### config.mk
export PLATFORM = sky130hd
export DESIGN_NAME = clk_lock_sequencer
export DESIGN_NICKNAME = d
export VERILOG_FILES = /design/src/rtl/clk_pkg.sv /design/src/rtl/lock_sync.sv /design/src/rtl/clk_lock_sequencer.sv
export SDC_FILE = /design/constraint.sdc
export NUM_CORES = 1
export LEC_CHECK = 0
export CORE_MARGIN = 2
export CORE_UTILIZATION = 60
export CTS_CLUSTER_SIZE = 12
export DETAILED_ROUTE_END_ITERATION = 10
export PLACE_DENSITY = 0.93
export SLEW_MARGIN = 0
export SYNTH_ARGS = -nofsm -noshare
export SYNTH_HDL_FRONTEND = slang
export SYNTH_SLANG_ARGS = --single-unit
### constraint.sdc
create_clock -name clk -period 3.65 [get_ports clk]
set_input_delay 0.73 -clock clk [delete_from_list [all_inputs] [get_ports clk]]
set_output_delay 0.73 -clock clk [all_outputs]
set_load 0.02 [all_outputs]
### src/rtl/clk_pkg.sv
// Shared definitions for the clock-manager lock sequencer: FSM encoding,
// parameter legality limits and counter sizing.
package clk_pkg;

    typedef enum logic [1:0] {
        ASSERT_RST = 2'd0,
        WAIT_LOCK  = 2'd1,
        RUN        = 2'd2,
        FAULT      = 2'd3
    } seqState_t;

    localparam int unsigned MAX_STAGES      = 8;
    localparam int unsigned MAX_RETRY_LIMIT = 15;
    localparam int unsigned SYNC_DEPTH      = 2;
    localparam int unsigned STAGE_IDX_W     = 3;
    localparam int unsigned RETRY_W         = 4;

    // Bits needed for a counter that runs 0..limit-1.
    function automatic int unsigned cntWidth(input int unsigned limit);
        return (limit <= 1) ? 1 : $clog2(limit);
    endfunction

endpackage

### src/rtl/lock_sync.sv
// Two-flop synchronizer bringing one raw clock-manager lock flag into clk.
module lock_sync (
    input  logic clk,
    input  logic rst,
    input  logic lockRaw,
    output logic lockSynced
);

    logic meta;

    always_ff @(posedge clk) begin
        if (rst) begin
            meta       <= 1'b0;
            lockSynced <= 1'b0;
        end else begin
            meta       <= lockRaw;
            lockSynced <= meta;
        end
    end

endmodule

### src/rtl/clk_lock_sequencer.sv
// Brings a cascade of clock managers out of reset one stage at a time,
// qualifies each lock, retries on timeout and restarts from the lowest lost stage.
module clk_lock_sequencer
    import clk_pkg::*;
#(
    parameter int unsigned NUM_STAGES          = 2,
    parameter int unsigned RST_PULSE_CYCLES    = 4,
    parameter int unsigned LOCK_STABLE_CYCLES  = 8,
    parameter int unsigned LOCK_TIMEOUT_CYCLES = 64,
    parameter int unsigned MAX_RETRIES         = 2
) (
    input  logic                   clk,
    input  logic                   rst,
    input  logic [NUM_STAGES-1:0]  lockedIn,
    output logic [NUM_STAGES-1:0]  stageRst,
    output logic                   allLocked,
    output logic                   fault,
    output logic                   lockLost,
    output logic [STAGE_IDX_W-1:0] activeStage,
    output logic [RETRY_W-1:0]     retryCount
);

    if (NUM_STAGES == 0 || NUM_STAGES > MAX_STAGES) begin : gBadStages
        $error("clk_lock_sequencer: NUM_STAGES must be 1..8");
    end
    if (RST_PULSE_CYCLES == 0) begin : gBadRstPulse
        $error("clk_lock_sequencer: RST_PULSE_CYCLES must be >= 1");
    end
    if (LOCK_STABLE_CYCLES == 0) begin : gBadStable
        $error("clk_lock_sequencer: LOCK_STABLE_CYCLES must be >= 1");
    end
    if (LOCK_TIMEOUT_CYCLES <= LOCK_STABLE_CYCLES) begin : gBadTimeout
        $error("clk_lock_sequencer: LOCK_TIMEOUT_CYCLES must exceed LOCK_STABLE_CYCLES");
    end
    if (MAX_RETRIES > MAX_RETRY_LIMIT) begin : gBadRetries
        $error("clk_lock_sequencer: MAX_RETRIES must be 0..15");
    end

    localparam int unsigned RST_W    = cntWidth(RST_PULSE_CYCLES);
    localparam int unsigned WAIT_W   = cntWidth(LOCK_TIMEOUT_CYCLES);
    localparam int unsigned STABLE_W = cntWidth(LOCK_STABLE_CYCLES);

    localparam logic [RST_W-1:0]       RST_LAST    = RST_W'(RST_PULSE_CYCLES - 1);
    localparam logic [WAIT_W-1:0]      WAIT_LAST   = WAIT_W'(LOCK_TIMEOUT_CYCLES - 1);
    localparam logic [STABLE_W-1:0]    STABLE_LAST = STABLE_W'(LOCK_STABLE_CYCLES - 1);
    localparam logic [STAGE_IDX_W-1:0] LAST_STAGE  = STAGE_IDX_W'(NUM_STAGES - 1);
    localparam logic [RETRY_W-1:0]     RETRY_MAX   = RETRY_W'(MAX_RETRIES);

    seqState_t               state, stateNext;
    logic [NUM_STAGES-1:0]   syncedLock;
    logic [RST_W-1:0]        rstCnt, rstCntNext;
    logic [WAIT_W-1:0]       waitCnt, waitCntNext;
    logic [STABLE_W-1:0]     stableCnt, stableCntNext;
    logic [STAGE_IDX_W-1:0]  activeNext, lowerIdx, lostIdx;
    logic [RETRY_W-1:0]      retryNext;
    logic [NUM_STAGES-1:0]   stageRstNext;
    logic                    allLockedNext, faultNext, lockLostNext;
    logic                    curLock, lowerLost, anyLost, lockCounting;

    for (genvar g = 0; g < NUM_STAGES; g++) begin : gSync
        lock_sync uSync (
            .clk        (clk),
            .rst        (rst),
            .lockRaw    (lockedIn[g]),
            .lockSynced (syncedLock[g])
        );
    end

    // Lock of the active stage, plus lowest lost stage overall and below the active one.
    always_comb begin
        curLock   = 1'b0;
        lowerLost = 1'b0;
        lowerIdx  = '0;
        anyLost   = 1'b0;
        lostIdx   = '0;
        for (int i = int'(NUM_STAGES) - 1; i >= 0; i--) begin
            if (STAGE_IDX_W'(i) == activeStage) begin
                curLock = syncedLock[i];
            end
            if (!syncedLock[i]) begin
                anyLost = 1'b1;
                lostIdx = STAGE_IDX_W'(i);
                if (STAGE_IDX_W'(i) < activeStage) begin
                    lowerLost = 1'b1;
                    lowerIdx  = STAGE_IDX_W'(i);
                end
            end
        end
    end

    // Next state, counters and the values the output registers take next.
    always_comb begin
        stateNext     = state;
        activeNext    = activeStage;
        retryNext     = retryCount;
        rstCntNext    = '0;
        waitCntNext   = '0;
        stableCntNext = '0;
        lockLostNext  = 1'b0;
        // The first SYNC_DEPTH cycles after release still carry pre-release samples.
        lockCounting  = curLock && (32'(waitCnt) >= SYNC_DEPTH);

        unique case (state)
            ASSERT_RST: begin
                if (rstCnt == RST_LAST) begin
                    stateNext = WAIT_LOCK;
                end else begin
                    rstCntNext = rstCnt + 1'b1;
                end
            end
            WAIT_LOCK: begin
                if (lowerLost) begin
                    stateNext  = ASSERT_RST;
                    activeNext = lowerIdx;
                    retryNext  = '0;
                end else if (lockCounting && stableCnt == STABLE_LAST) begin
                    retryNext = '0;
                    if (activeStage == LAST_STAGE) begin
                        stateNext = RUN;
                    end else begin
                        stateNext  = ASSERT_RST;
                        activeNext = activeStage + 1'b1;
                    end
                end else if (waitCnt == WAIT_LAST) begin
                    if (retryCount == RETRY_MAX) begin
                        stateNext = FAULT;
                    end else begin
                        stateNext = ASSERT_RST;
                        retryNext = retryCount + 1'b1;
                    end
                end else begin
                    waitCntNext   = waitCnt + 1'b1;
                    stableCntNext = lockCounting ? stableCnt + 1'b1 : '0;
                end
            end
            RUN: begin
                if (anyLost) begin
                    lockLostNext = 1'b1;
                    stateNext    = ASSERT_RST;
                    activeNext   = lostIdx;
                    retryNext    = '0;
                end
            end
            FAULT: begin
                stateNext = FAULT;
            end
        endcase

        stageRstNext = '0;
        for (int i = 0; i < int'(NUM_STAGES); i++) begin
            unique case (stateNext)
                ASSERT_RST: stageRstNext[i] = (STAGE_IDX_W'(i) >= activeNext);
                WAIT_LOCK:  stageRstNext[i] = (STAGE_IDX_W'(i) > activeNext);
                RUN:        stageRstNext[i] = 1'b0;
                FAULT:      stageRstNext[i] = 1'b1;
            endcase
        end
        allLockedNext = (stateNext == RUN);
        faultNext     = (stateNext == FAULT);
    end

    always_ff @(posedge clk) begin
        if (rst) begin
            state       <= ASSERT_RST;
            activeStage <= '0;
            retryCount  <= '0;
            rstCnt      <= '0;
            waitCnt     <= '0;
            stableCnt   <= '0;
            stageRst    <= '1;
            allLocked   <= 1'b0;
            fault       <= 1'b0;
            lockLost    <= 1'b0;
        end else begin
            state       <= stateNext;
            activeStage <= activeNext;
            retryCount  <= retryNext;
            rstCnt      <= rstCntNext;
            waitCnt     <= waitCntNext;
            stableCnt   <= stableCntNext;
            stageRst    <= stageRstNext;
            allLocked   <= allLockedNext;
            fault       <= faultNext;
            lockLost    <= lockLostNext;
        end
    end

endmodule
==> impl_results.md <==
- Outcome: finished, final reports clean
- Final setup violating endpoints: 0
- Routed WL per cell: 14.04 um
- Syn_nets: 188
- F_max: 381.4 MHz
- CP max stage cell: dfxtp_1
- Sequential share of the synthesized area: 0.3739
- Initial antenna violation count: 0
- P_leak: between 0.6 and 0.7 nW
- Slew Viols, Final: 0
- Crit. End Element: register
- Avg Cell Area, Syn: 9.188 sq um
- PD cells: 468.7 mW/mm^2
- CP max FO: 10
- Clock tree sinks: 29
- Die width: ~55 um
- Vias in the first global route: 1200
- Critical-path cell list: inv_1, ha_1, nand4bb_1, a221o_2, nand3_1, or3_1, nor3b_1, o221ai_1
- HPWL Detailed: 2299 um
- Worst-Margin Slew: 555.4 ps
- Share of cells above drive strength 1: 0.1058
- Most frequent cells in the layout: 29 x dfxtp_1, 20 x nor2_1, 15 x ha_1, 15 x clkdlybuf4s50_1, 12 x inv_1
- Clk pin slew, worst setup/hold paths: 80 ps
- Longest Clk Path Bufs: 2
- CTS tree: yes
- Routed via count: 1288
- Drt via density: 5.881
- Max VDD drop: 0.4683 mV
- First drt pass iteration count: 4
- GR Overflow Total: 0
- TNS Setup: 0 ps
- I/O pin cnt: 16
- Fill cells: 188
- Core footprint: roughly 0.0025 sq mm
- Gpl congestion: 0.9328
- Commonest non-fill, non-tap cell in the layout: dfxtp_1
- EDFF count, synth: 0
- Finished Layout Cells: 219
- Fin crit share: 0.7183
- Clk_skew: 5.615 ps
- RSZ-0062 raised after global routing: no
- Mapped cell area: 0.001553 sq mm
- Placed Area: 0.001719 sq mm
- R2R cell count: 8
- WHS: 426.3 ps
- Latest clock arrival within the worst-skew pair: 320 ps
- Util after Layout: 0.7227
- # resized after CTS: 0
- Final Cell Area: approximately 0.0018 sq mm
- WS Path Type: reg -> reg
- Ant. Diodes: 0
- Post-synth cell types: 49
- Post-route DRC: 0
- Setup Fix Bufs, Post-CTS: 0
- Total GRT Usage: 0.2490
- Post-route ant nets: 0
- Crit path DAT: between 2000 and 3000 ps
- Die footprint: 0.003011 sq mm
- Largest net degree at the start of global routing: 18
- Asr flop ratio synth: 0
- Hold Path Cell Cnt: 1
- YS warnings: 0
- Root Driver: clkbuf_4
- Core Rows: 18
- Max_cap viols: 0
- CTS Hold Buffers Added: 0
- Port Buffers: 15
- H-tree Lvls: 2
- Initial Util: 0.6325
- Placed insts: 212
- Ys flop type: dfxtp_1
- Final #Nets: ~210
- Hold/Removal Path Class: reg -> reg
- Global-route wire length before repair: 5147 um
- Area growth syn-to-layout: 14.26%
- Final Hold Fails: 0
- Die height: 54.87 um
- Final min period: approximately 2600 ps
- CP max stage delay: 500 ps
- Post-Synthesis Cells: 169
- CTS Buf Count: 5
- Worst rel slew slack: 0.6289
- #FFs+latches synth: 29
- Crit start category: register
- Final WL: 3075 um
- CP Data Required Time: ~3800 ps
- Initial DRC Count: 39
## path summary, 6_finish.rpt
path / start / to / slack [ps]
worst max-delay path: activeStage[0] / stageRst[0] / 1030
worst min-delay path: stableCnt[0] / stableCnt[0] / 430
worst max register to register: activeStage[0] / stageRst[0] / 1030
worst min register to register: stableCnt[0] / stableCnt[0] / 430
## logic make-up after synthesis
logic type | count (synthesis) | synth area share
buf+inv | 15 | 0.04754
mux | 2 | 0.01370
simple gates | 71 | 0.2546
xor+xnor | 5 | 0.02821
fa+ha+maj | 15 | 0.1209
compound gates | 32 | 0.1612
flops | 29 | 0.3739
## stage by stage
step	setup slack (ps)	power [mW]
global placement	1276	0.6259
floorplan	1242	0.5693
CTS	1103	0.8354
detailed placement	1137	0.6438
global route	798.1	0.8816
finish	1028	0.8315
## report_power, final
group	switching [mW]	leakage [nW]	internal, mW
registers	0.0260	0.235	0.345
logic	0.154	0.413	0.116
clock network	0.0995	0.0314	0.0907
total	0.279	0.680	0.552
## per-layer routing
layer	vias up	wire [um]	GRT usage
met4	0	65	0.1125
met1	591	1347	0.2797
li1	640	-	-
met3	9	223	0.09563
met5	-	0	0
met2	48	1438	0.4127
## synth_stat cells (2+ instances only)
cell type | number | area share
dfxtp_1 | 29 | 0.37
nor2_1 | 20 | 0.048
ha_1 | 15 | 0.12
inv_1 | 12 | 0.029
nand3_1 | 9 | 0.029
a21oi_1 | 8 | 0.026
nand2_1 | 8 | 0.019
nor2b_1 | 6 | 0.024
o21ai_0 | 6 | 0.019
nor3_1 | 4 | 0.013
nor3b_1 | 3 | 0.015
xnor2_1 | 3 | 0.017
a211oi_1 | 2 | 0.0097
a221oi_1 | 2 | 0.011
and2b_2 | 2 | 0.011
nand2b_1 | 2 | 0.0081
o221ai_1 | 2 | 0.011
or2_2 | 2 | 0.0081
or3_1 | 2 | 0.0081
or4_1 | 2 | 0.0097
xor2_1 | 2 | 0.011
## final cells by class
class                           instances  area (sq um)  area share
Inverter                               12         45.04     0.02539
Clock buffer                            7         55.05     0.03103
Multi-Input combinational cell        125         898.4      0.5063
Tap cell                               30         37.54     0.02116
Sequential cell                        29         580.6      0.3272
Timing Repair Buffer                   16         157.7     0.08886
## registers in the layout, indices dropped and copies added, names as in the netlist
| name | flops |
|---|---|
| waitCnt | 6 |
| gSync.uSync.meta | 2 |
| state | 2 |
| gSync.uSync.lockSynced | 2 |
| allLocked | 1 |
| rstCnt | 2 |
| fault | 1 |
| stageRst | 2 |
| activeStage | 3 |
| lockLost | 1 |
| retryCount | 4 |
| stableCnt | 3 |
## worst max-delay path: cells and delay by family (launching register included)
family / cells / cell delay [ps]
AO/OA/AOI/OAI: 2 / 650
adder cells (fa/ha/maj): 1 / 220
buffers and inverters: 1 / 100
flip-flops: 1 / 500
AND/OR/NAND/NOR: 4 / 1010
(Power assumes the default switching activity.)
